**config.mk**
```make
export PLATFORM = sky130hd
export DESIGN_NAME = hoeraa_core_flat
export DESIGN_NICKNAME = d
export VERILOG_FILES = /design/src/rtl/hoeraa_core_if.sv /design/src/rtl/hoeraa_core.sv /design/src/flat_wrapper.sv
export SDC_FILE = /design/constraint.sdc
export NUM_CORES = 1
export LEC_CHECK = 0
export CAP_MARGIN = 20
export CORE_ASPECT_RATIO = 1.2
export CORE_MARGIN = 2
export CORE_UTILIZATION = 40
export DETAILED_ROUTE_END_ITERATION = 12
export GPL_ROUTABILITY_DRIVEN = 1
export GPL_TIMING_DRIVEN = 1
export PLACE_DENSITY = 0.86
export RECOVER_POWER = 50
export SYNTH_ARGS = -nofsm -noshare
export SYNTH_HDL_FRONTEND = slang
export SYNTH_SLANG_ARGS = --single-unit
```
**constraint.sdc**
```tcl
create_clock -name clk -period 1.7 [get_ports clk]
set_input_delay 0.255 -clock clk [delete_from_list [all_inputs] [get_ports clk]]
set_output_delay 0.255 -clock clk [all_outputs]
set_load 0.005 [all_outputs]
```
**src/rtl/hoeraa_core_if.sv**
```systemverilog
// Operand/result bus of the hoeraa approximate adder: one valid-qualified
// operand pair in, one valid-qualified sum/carry out, no backpressure.
interface hoeraa_core_if #(
    parameter int N = 16
);
    logic         in_valid;
    logic [N-1:0] X;
    logic [N-1:0] Y;
    logic         out_valid;
    logic [N-1:0] S;
    logic         Co;

    modport master (
        output in_valid, X, Y,
        input  out_valid, S, Co
    );

    modport slave (
        input  in_valid, X, Y,
        output out_valid, S, Co
    );
endinterface

```
**src/rtl/hoeraa_core.sv**
```systemverilog
// HOERAA approximate adder: exact upper (N-K) bits, heuristic low K bits,
// result registered one cycle after an accepted operand pair.
module hoeraa_core #(
    parameter int N = 16,
    parameter int K = 8
) (
    input logic          clk,
    input logic          rst_n,
    hoeraa_core_if.slave bus
);

    // Low K bits: the top bit ORs the operand MSBs with the predicted carry,
    // the rest saturate to ones unless a carry out of bit K-2 is predicted.
    function automatic logic [K-1:0] approx_low(input logic x_top, input logic y_top,
                                                input logic sel);
        approx_low = {x_top | y_top | sel, {(K-1){~sel}}};
    endfunction

    function automatic logic [N-K:0] exact_high(input logic [N-K-1:0] a,
                                                input logic [N-K-1:0] b,
                                                input logic           cin);
        exact_high = {1'b0, a} + {1'b0, b} + {{(N-K){1'b0}}, cin};
    endfunction

    logic         c_k;
    logic         sel;
    logic [N-K:0] hi_sum_p0;
    logic [K-1:0] lo_sum_p0;
    logic         unused_low_bits;

    logic [N-1:0] s_p1;
    logic         co_p1;
    logic         vld_p1;

    always_comb begin
        c_k       = bus.X[K-1] & bus.Y[K-1];
        sel       = bus.X[K-2] & bus.Y[K-2];
        hi_sum_p0 = exact_high(bus.X[N-1:K], bus.Y[N-1:K], c_k);
        lo_sum_p0 = approx_low(bus.X[K-1], bus.Y[K-1], sel);
    end

    // Bits below K-2 never influence the result.
    assign unused_low_bits = ^{bus.X, bus.Y};

    // ---- stage p0 -> p1 : register result, hold it while idle ----
    always_ff @(posedge clk or negedge rst_n) begin
        if (!rst_n) begin
            vld_p1 <= 1'b0;
            s_p1   <= '0;
            co_p1  <= 1'b0;
        end else begin
            vld_p1 <= bus.in_valid;
            if (bus.in_valid) begin
                s_p1  <= {hi_sum_p0[N-K-1:0], lo_sum_p0};
                co_p1 <= hi_sum_p0[N-K];
            end
        end
    end

    assign bus.out_valid = vld_p1;
    assign bus.S         = s_p1;
    assign bus.Co        = co_p1;

endmodule

```
**src/flat_wrapper.sv**
```systemverilog
// flat-port wrapper written by rule: the top's interface ports become plain ports
module hoeraa_core_flat 
#(
    parameter int N = 16,
    parameter int K = 8
)
  (clk, rst_n, bus_in_valid, bus_X, bus_Y, bus_out_valid, bus_S, bus_Co);
  hoeraa_core_if #(.N(N)) bus_i ();
  input logic clk;
  input logic rst_n;
  input wire logic [$bits(bus_i.in_valid)-1:0] bus_in_valid;
  input wire logic [$bits(bus_i.X)-1:0] bus_X;
  input wire logic [$bits(bus_i.Y)-1:0] bus_Y;
  output wire logic [$bits(bus_i.out_valid)-1:0] bus_out_valid;
  output wire logic [$bits(bus_i.S)-1:0] bus_S;
  output wire logic [$bits(bus_i.Co)-1:0] bus_Co;
  assign bus_i.in_valid = bus_in_valid;
  assign bus_i.X = bus_X;
  assign bus_i.Y = bus_Y;
  assign bus_out_valid = bus_i.out_valid;
  assign bus_S = bus_i.S;
  assign bus_Co = bus_i.Co;
  hoeraa_core #(.N(N), .K(K)) u_core (.clk(clk), .rst_n(rst_n), .bus(bus_i));
endmodule
```
==> impl_metrics.json <==
{
  "slew_headroom": 0.616,
  "final_core_util": 0.686,
  "slew_violations": 0,
  "clock-sinks": 12,
  "dr.pass1.iters": 4,
  "path_delay_family": "buffers and inverters",
  "ys_ff_latch": 12,
  "worstPathCellList": "clkdlybuf4s50_1",
  "setup_tns_ns": 0,
  "start_util": 0.424,
  "tritoncts": "yes",
  "fmax_ghz": 0.621,
  "synth-edff-count": 0,
  "finalCritPeriodShare": 0.947,
  "cp.required_ns": 1.44,
  "finalHoldViolCount": 0,
  "dominantRegCellSynth": "dfrtp_1",
  "cts_root_buffer": "clkbuf_4",
  "core-area_um2": 2070,
  "synthArstFlopShare": 1.00,
  "fin_cells": 173,
  "vias": 888,
  "synthCells": 93,
  "worst_setup_path_start_kind": "register",
  "drt_iter0_drc": 18,
  "rows": 18,
  "antenna_found_initial": 0,
  "hold_path.class": "input port to async pin",
  "path_buf_inv": 1,
  "die_area_um2": 2590,
  "grt_pass1_vias": 880,
  "critPathKind": "register to primary output",
  "io_pins": 53,
  "syn_area_per_cell_um2": 9.44,
  "peakVddDrop_v": 0.000634,
  "syn_to_final_growth_pct": 61.8,
  "dp_hpwl_um": 1750,
  "rsz0062_at_grt": "no",
  "vias_per_cell": 5.13,
  "r2r_start": "u_core.bus.S[13]",
  "place_ws_ns": -0.579,
  "drt_wl_total_um": 2220,
  "wl_per_cell_um": 12.8,
  "yosys-top-cells-area": "dfrtp_1, ha_1, o21ai_0",
  "finClkSkew_ns": 0,
  "die_height_um": 55.3,
  "r2r_slack_ns": 0.85,
  "syn_area_um2": 878,
  "synth_most_common_cell": "dfrtp_1",
  "drv_cap": 0,
  "powerDensity_nw_per_um2": 701,
  "portBuffers": 40,
  "layout-drive-gt1-share": 0.210,
  "die_x_um": 46.8,
  "clk_latency_ns": 0.29,
  "tightest_slew_ns": 0.574,
  "gr-total-overflow": 0,
  "grt_max_degree": 13,
  "dp.cells": 167,
  "layout_setup_ws_ns": 0.0896,
  "cts_buffers": 3,
  "reg2regPathDepth": 3,
  "ant_nets": 0,
  "synthTopCellsByCount": "dfrtp_1, o21ai_0, a21oi_1, ha_1",
  "arrival_ns": 1.36,
  "cpPeakStageDelay_ns": 0.59,
  "yosys.area.top_type_share": 0.342,
  "clk_path_buf_depth": 2,
  "cp-end-kind": "primary output",
  "drc": 0,
  "path_clk_slew_ns": 0.08,
  "grt_pass1_wl_um": 3840,
  "ys_seq_area_frac": 0.342,
  "cp_max_fo": 8,
  "yosysTopAreaCell": "dfrtp_1",
  "cts-htree-levels": 1,
  "min_period_ns": 1.61,
  "status": "finished clean",
  "setup_viol": 0,
  "syn_nets": 137,
  "gp_congestion": 0.875,
  "antenna_cells": 0,
  "n_fill_cell": 166,
  "timing.rr.end": "u_core.bus.S[13]",
  "p_leak_nw": 0.620,
  "cpMaxStageDelayCell": "clkdlybuf4s50_1",
  "ys_types": 31,
  "nets": 188,
  "grt_use_total": 0.204,
  "yosysWarnings": 0
}
-- stage by stage --
step | hold WS (ns) | power (mW) | area [um^2]
after global routing | 0.439 | 1.07 | 1420
final | 0.394 | 0.996 | 1420
after global placement | 0.466 | 0.738 | 1350
after detailed placement | 0.485 | 0.750 | 1350
after CTS | 0.353 | 0.999 | 1420
after floorplan | -0.0406 | 0.529 | 878
-- report_power, final --
| group | internal [mW] | leakage, nW | switching, mW |
|---|---|---|---|
| clock network | 0.131 | 0.0210 | 0.111 |
| registers | 0.328 | 0.138 | 0.0237 |
| logic | 0.246 | 0.461 | 0.157 |
| total | 0.705 | 0.620 | 0.291 |
-- cells in the final DEF, fill, tap and decap left out, types with 2 or more instances in the layout --
cell type	n
a21o_1	2
o21ai_1	2
a31oi_1	2
mux2i_1	2
nor2_1	5
inv_1	3
clkbuf_4	3
nand2_1	4
o21ai_0	8
a211oi_1	2
a21oi_1	7
clkdlybuf4s50_1	29
dlygate4sd3_1	7
fa_2	2
nand2b_1	2
dfrtp_1	12
nor2b_1	3
inv_2	3
a211oi_2	2
buf_4	14
ha_1	7
dlygate4sd2_1	4
o2bb2ai_1	2
-- routing by layer --
metal,GRT usage,share of wire
met5,0,0
met4,0.115,0.034
met3,0.0490,0.060
met2,0.305,0.49
met1,0.258,0.42
-- registers in the layout (all words and copies together), names as in the netlist --
name and count:
u_core.bus.S 10, u_core.bus.Co 1, u_core.bus.out_valid 1
-- cell type report --
| cell class | count | area [um^2] | area share |
|---|---|---|---|
| Inverter | 6 | 22.5 | 0.0158 |
| Tap cell | 30 | 37.5 | 0.0264 |
| Multi-Input combinational cell | 66 | 520 | 0.366 |
| Sequential cell | 12 | 300 | 0.211 |
| Clock buffer | 4 | 36.3 | 0.0255 |
| Timing Repair Buffer | 55 | 504 | 0.355 |
-- repair_timing --
item                       4_1_cts  5_1_grt
resized for setup               12        3
hold buffers                     0        0
cloned                           0        0
pin swaps                       10        6
setup endpoints to repair        6        1
buffers inserted                 2        0
-- worst max-delay path by stage --
stage | from | to | slack, ns | depth (start not counted)
detailed placement | bus_X[7] | u_core.bus.Co | -0.58 | 9
finish | u_core.bus.S[6] | bus_S[4] | 0.09 | 1
global placement | bus_X[7] | u_core.bus.Co | -0.54 | 9
floorplan | bus_Y[8] | u_core.bus.Co | 0.0007 | 8
global route | bus_Y[7] | u_core.bus.Co | 0.02 | 9
CTS | bus_Y[7] | u_core.bus.Co | 0.09 | 9
-- cell families after synthesis --
logic type / synth area share
mux: 0.0484
xor+xnor: 0.0199
simple gates: 0.110
compound gates: 0.241
fa+ha+maj: 0.145
flops: 0.342
buf+inv: 0.0940
(Power assumes the default switching activity.)
